`src/rtl/counter_pkg.sv`:
```
// counter_pkg: shared constants for the up/down counter slice.
//   DIR_UP / DIR_DOWN     : encodings for the up_dn input
//   MODE_WRAP / MODE_SAT  : encodings for the sat input
//   DEFAULT_WIDTH         : default counter width in bits
package counter_pkg;
    localparam logic DIR_UP = 1'b1;
    localparam logic DIR_DOWN = 1'b0;
    localparam logic MODE_WRAP = 1'b0;
    localparam logic MODE_SAT = 1'b1;
    localparam int DEFAULT_WIDTH = 4;
endpackage

```
`src/rtl/prescaler_tick.sv`:
```
// prescaler_tick: divides enabled clk cycles into one tick every PRESCALE cycles.
//   clk   : rising-edge clock
//   reset : asynchronous active-high reset, phase returns to 0
//   en    : advances the phase; the phase holds when low
//   clr   : synchronous clear of the phase, takes priority over en
//   tick  : high while en=1 and the phase is at PRESCALE-1
module prescaler_tick #(
    parameter int PRESCALE = 1
) (
    input  logic clk,
    input  logic reset,
    input  logic en,
    input  logic clr,
    output logic tick
);
    localparam int PW = PRESCALE > 1 ? $clog2(PRESCALE) : 1;
    localparam logic [PW-1:0] LAST = PW'(PRESCALE - 1);

    logic [PW-1:0] phase;

    assign tick = en && phase == LAST;

    always_ff @(posedge clk or posedge reset) begin
        if (reset) phase <= '0;
        else if (clr) phase <= '0;
        else if (en) phase <= tick ? '0 : phase + PW'(1);
    end
endmodule

```
`src/rtl/mod_updn_counter.sv`:
```
// mod_updn_counter: prescaled up/down counter over 0..modulus with wrap or saturate.
//   clk      : rising-edge clock
//   reset    : asynchronous active-high reset (count, tc, prescaler to 0)
//   en       : count enable, gates prescaler and steps
//   up_dn    : 1 count up, 0 count down
//   sat      : 1 saturate at the boundary, 0 wrap
//   load     : synchronous load strobe, overrides en
//   load_val : value loaded, clipped to modulus
//   modulus  : top count value
//   count    : registered count
//   tc       : registered one-cycle terminal-count pulse
//   zero     : combinational, high when count is 0
module mod_updn_counter #(
    parameter int WIDTH = counter_pkg::DEFAULT_WIDTH,
    parameter int PRESCALE = 1
) (
    input  logic             clk,
    input  logic             reset,
    input  logic             en,
    input  logic             up_dn,
    input  logic             sat,
    input  logic             load,
    input  logic [WIDTH-1:0] load_val,
    input  logic [WIDTH-1:0] modulus,
    output logic [WIDTH-1:0] count,
    output logic             tc,
    output logic             zero
);
    import counter_pkg::*;

    logic             tick;
    logic             step;
    logic             at_top;
    logic             at_zero;
    logic             above;
    logic [WIDTH-1:0] next_count;
    logic             next_tc;

    prescaler_tick #(.PRESCALE(PRESCALE)) u_prescaler (
        .clk   (clk),
        .reset (reset),
        .en    (en),
        .clr   (load),
        .tick  (tick)
    );

    assign step = en && !load && tick;
    assign at_top = count == modulus;
    assign at_zero = count == '0;
    assign above = count > modulus;
    assign zero = at_zero;

    // A count left above a lowered modulus re-enters the range at the edge
    // facing the step direction; it is not a boundary step, so no tc.
    always_comb begin
        next_count = count;
        next_tc = 1'b0;
        if (load) begin
            next_count = load_val > modulus ? modulus : load_val;
        end else if (step) begin
            if (up_dn == DIR_UP) begin
                next_count = above ? '0 : at_top ? (sat == MODE_SAT ? modulus : '0) : count + WIDTH'(1);
                next_tc = at_top;
            end else begin
                next_count = above ? modulus : at_zero ? (sat == MODE_SAT ? '0 : modulus) : count - WIDTH'(1);
                next_tc = at_zero;
            end
        end
    end

    always_ff @(posedge clk or posedge reset) begin
        if (reset) begin
            count <= '0;
            tc <= 1'b0;
        end else begin
            count <= next_count;
            tc <= next_tc;
        end
    end
endmodule

```
`config.mk`:
```
export PLATFORM = sky130hd
export DESIGN_NAME = mod_updn_counter
export DESIGN_NICKNAME = d
export VERILOG_FILES = /design/src/rtl/counter_pkg.sv /design/src/rtl/prescaler_tick.sv /design/src/rtl/mod_updn_counter.sv
export SDC_FILE = /design/constraint.sdc
export NUM_CORES = 1
export LEC_CHECK = 0
export ABC_AREA = 1
export CAP_MARGIN = 20
export CORE_ASPECT_RATIO = 0.9
export CORE_UTILIZATION = 50
export DETAILED_ROUTE_END_ITERATION = 6
export PLACE_DENSITY = 0.88
export RECOVER_POWER = 100
export SYNTH_ARGS = -nofsm -noshare
export SYNTH_HDL_FRONTEND = slang
export SYNTH_SLANG_ARGS = --single-unit
```
`constraint.sdc`:
```
create_clock -name clk -period 3.7 [get_ports clk]
set_input_delay 0.74 -clock clk [delete_from_list [all_inputs] [get_ports clk]]
set_output_delay 0.74 -clock clk [all_outputs]
set_load 0.02 [all_outputs]
```
==> flow_summary.json <==
{
  "status": "complete, no violations",
  "layout_setup_ws_ns": 0.913,
  "timing.rr.end": "count[1]",
  "slowest_delay_ns": 0.67,
  "cts_tree": "done",
  "met1_usage_pct": 36.5,
  "die_x_um": 46.6,
  "cp-startpoint": "count[0]",
  "multiInputGateArea_um2": 641,
  "dr_total_vias": 1013,
  "track_usage_pct": 26.9,
  "path_common_cell": "inv_1",
  "antenna_found_initial": 0,
  "power_leakage_uw": 0.000617,
  "grt_start_max_net_pins": 9,
  "grt_pass1_wl_mm": 3.85,
  "syn2layout_area_growth_pct": 25.6,
  "cp_max_fo": 6,
  "grt_pass1_vias": 911,
  "syn_area_per_cell_um2": 6.17,
  "synth_adder_area_share_pct": 14.0,
  "p_comb_share_pct": 61.5,
  "synth-seq-area-share_pct": 16.8,
  "cts.sinks": 6,
  "grt_util_met2_pct": 45.0,
  "drive_above_1_share_pct": 10.2,
  "drt-pass1-iter-count": 4,
  "fillers": 164,
  "max-vdd-ir-drop_uv": 309,
  "fmax_ghz": 0.359,
  "worst_pin_slew_ns": 0.472,
  "ant_nets": 0,
  "place_hpwl_mm": 1.85,
  "switching_share_pct": 48.5,
  "synth_top_family_by_area": "simple AND/OR/NAND/NOR gates",
  "rsz0062_at_grt": "false",
  "min_period_ns": 2.79,
  "cts_buffers": 3,
  "crit_slowest_cell": "dlygate4sd3_1",
  "syn_inst": 145,
  "cts_resized": 0,
  "dieArea_um2": 1960,
  "core_area_um2": 1680,
  "finalPower_uw": 401,
  "portBuffers": 19,
  "postCtsHoldBufs": 0,
  "htree_levels": 1,
  "seq_area_um2": 150,
  "clockBufferDepth": 2,
  "period_share_pct": 75.3,
  "p_per_area_nw_per_um2": 357,
  "maxCapViolations": 0,
  "reg2reg_depth": 12,
  "cts.clk_slew.worst_paths_ns": 0.05,
  "dieHeight_um": 42.1,
  "synthesis.area_um2": 895,
  "num_antenna_cells": 0,
  "worstSetupPathType": "register to output pin",
  "clkPwrFrac_pct": 14.6,
  "synth_compound_area_share_pct": 10.9,
  "cts_root_buf": "clkbuf_4",
  "synth-xor-area-share_pct": 1.96,
  "synthSimpleGateAreaFrac_pct": 46.3,
  "grt_busiest_layer": "met2",
  "reg2reg_from": "count[2]",
  "pin_count": 20,
  "power_frac_seq_pct": 23.9,
  "rows": 14,
  "worstPathRequired_ns": 2.96,
  "min_path_type": "register to register",
  "routed_wl_mm": 2.23,
  "p_switching_uw": 194,
  "critPathCaptureType": "output pin",
  "drc": 0,
  "grtUsageMet3_pct": 5.17,
  "ys_ff_latch": 6,
  "final_hold_viol_count": 0,
  "ys_types": 21,
  "slew_viol_final": 0,
  "maxSlewHeadroom_pct": 67.7,
  "intPower_uw": 207,
  "first_iter_violations": 15,
  "crit_chain": "inv_1 > ha_1 > inv_2 > nor2_4 > nand2_4 > inv_1 > dlygate4sd3_1",
  "startpoint_type": "register",
  "min_to": "u_prescaler.phase",
  "cts_setup_buffers": 0,
  "timing.critical_path.buf_inv": 4,
  "synth.area.mux_share_pct": 0,
  "avgRoutedWirePerCell_um": 11.7,
  "fin_setup_tns_ns": 0,
  "fin_skew_ns": 0.00788,
  "clock_latency_ns": 0.24,
  "hold_depth": 2,
  "crit_family": "buffers and inverters",
  "crit_arrival_ns": 2.05,
  "place_ws_ns": 0.994,
  "start_util_pct": 53.2,
  "gp_congestion": 0.937,
  "nNetsFinal": 193,
  "hp-start": "u_prescaler.phase",
  "ys_warn_count": 0,
  "gr-total-overflow": 0,
  "viasPerCell": 5.30,
  "setup_viol": 0,
  "ff2ff_setup_slack_ns": 1.65,
  "syn_nets": 169
}
[metal layers]
metal	part of all wire [%]	up-vias
met2	49	41
li1	-	512
met4	0	0
met3	6.5	0
met1	44	460
met5	0	-
[registers in the layout (all words and copies together), names as in the netlist]
| signal | cells |
|---|---|
| count | 4 |
| u_prescaler.phase | 1 |
| tc | 1 |
[stage by stage]
stage          hold WS [ns]  utilization [%]  instance area (um^2)  cells
2_1_floorplan         0.474                -                   895    145
3_3_place_gp          0.486             66.3                  1110    188
3_5_place_dp          0.502             66.3                  1110    188
4_1_cts               0.506             67.6                  1140    191
5_1_grt               0.533             66.8                  1120    191
6_report              0.505             66.8                  1120    191
[worst register-to-register path, cell delays in order (launching register included)]
cell      delay, ns
dfrtp_1        0.54
ha_1           0.31
nand2_1        0.19
clkinv_1       0.09
nand2_1        0.11
nand2_4        0.07
nand2_1        0.22
nand2_1        0.08
nand2_1        0.06
nand2_1        0.06
nand2_1        0.07
nand2_1        0.06
a21oi_2        0.12
[layout by cell type, fill, tap and decap left out, types with 2 or more instances in the layout]
cell | Yosys | layout
nand3_1 | 14 | 14
nand2_1 | 48 | 51
a21oi_1 | 5 | 5
nand2_4 | 3 | 2
dlygate4sd3_1 | 0 | 9
nor3_1 | 2 | 2
clkdlybuf4s50_1 | 0 | 10
nor2_1 | 12 | 12
o21ai_0 | 4 | 4
dfrtp_1 | 6 | 6
a21oi_2 | 4 | 4
inv_2 | 4 | 4
inv_1 | 18 | 18
clkinv_1 | 2 | 2
nand4_1 | 3 | 3
xor2_1 | 2 | 2
clkbuf_4 | 0 | 3
ha_1 | 10 | 10
[Yosys cell counts (all sizes together)]
| master | number | area share, % |
|---|---|---|
| dfrtp | 6 | 17 |
| nor2 | 15 | 9.2 |
| o21ai | 4 | 2.2 |
| nor3 | 2 | 1.1 |
| a21oi | 9 | 6.7 |
| a2111oi | 1 | 1.1 |
| nand3 | 14 | 7.8 |
| nand4 | 3 | 2.1 |
| xor2 | 2 | 2.0 |
| clkinv | 2 | 0.84 |
| ha | 10 | 14 |
| inv | 22 | 9.2 |
| nand2 | 54 | 26 |
| o21bai | 1 | 0.84 |
[power by group through the flow]
| stage | registers, uW | logic (uW) | clock network, uW |
|---|---|---|---|
| 5_1_grt | 96.8 | 281 | 64.4 |
| 2_1_floorplan | 102 | 172 | 0 |
| 3_5_place_dp | 96.8 | 258 | 0 |
| 4_1_cts | 95.8 | 259 | 61.2 |
| 3_3_place_gp | 96.2 | 252 | 0 |
| 6_report | 96.0 | 246 | 58.5 |
[logic make-up (layout without fill, tap and decap cells)]
kind of cell               count (synthesis)  after routing
xor gates and xnor gates                   2              2
buffers and inverters                     24             46
adders and majority gates                 10             10
and+or+nand+nor                           88             88
DFF                                        6              6
AOI/OAI and AO/OA                         15             15
[worst max-delay path by stage]
stage	to	slack [ns]	cells after the start
3_3_place_gp	count[1]	1.02	14
6_report	zero	0.91	7
3_5_place_dp	count[1]	0.99	14
5_1_grt	count[1]	0.76	14
4_1_cts	zero	0.96	7
2_1_floorplan	count[1]	1.78	13
[cell type report]
type	instances	area share, %
Multi-Input combinational cell	115	57.0
Timing Repair Buffer	19	16.9
Sequential cell	6	13.4
Inverter	24	8.02
Tap cell	24	2.67
Clock buffer	3	2.00
Note: power is estimated with default switching activity, not from simulation.
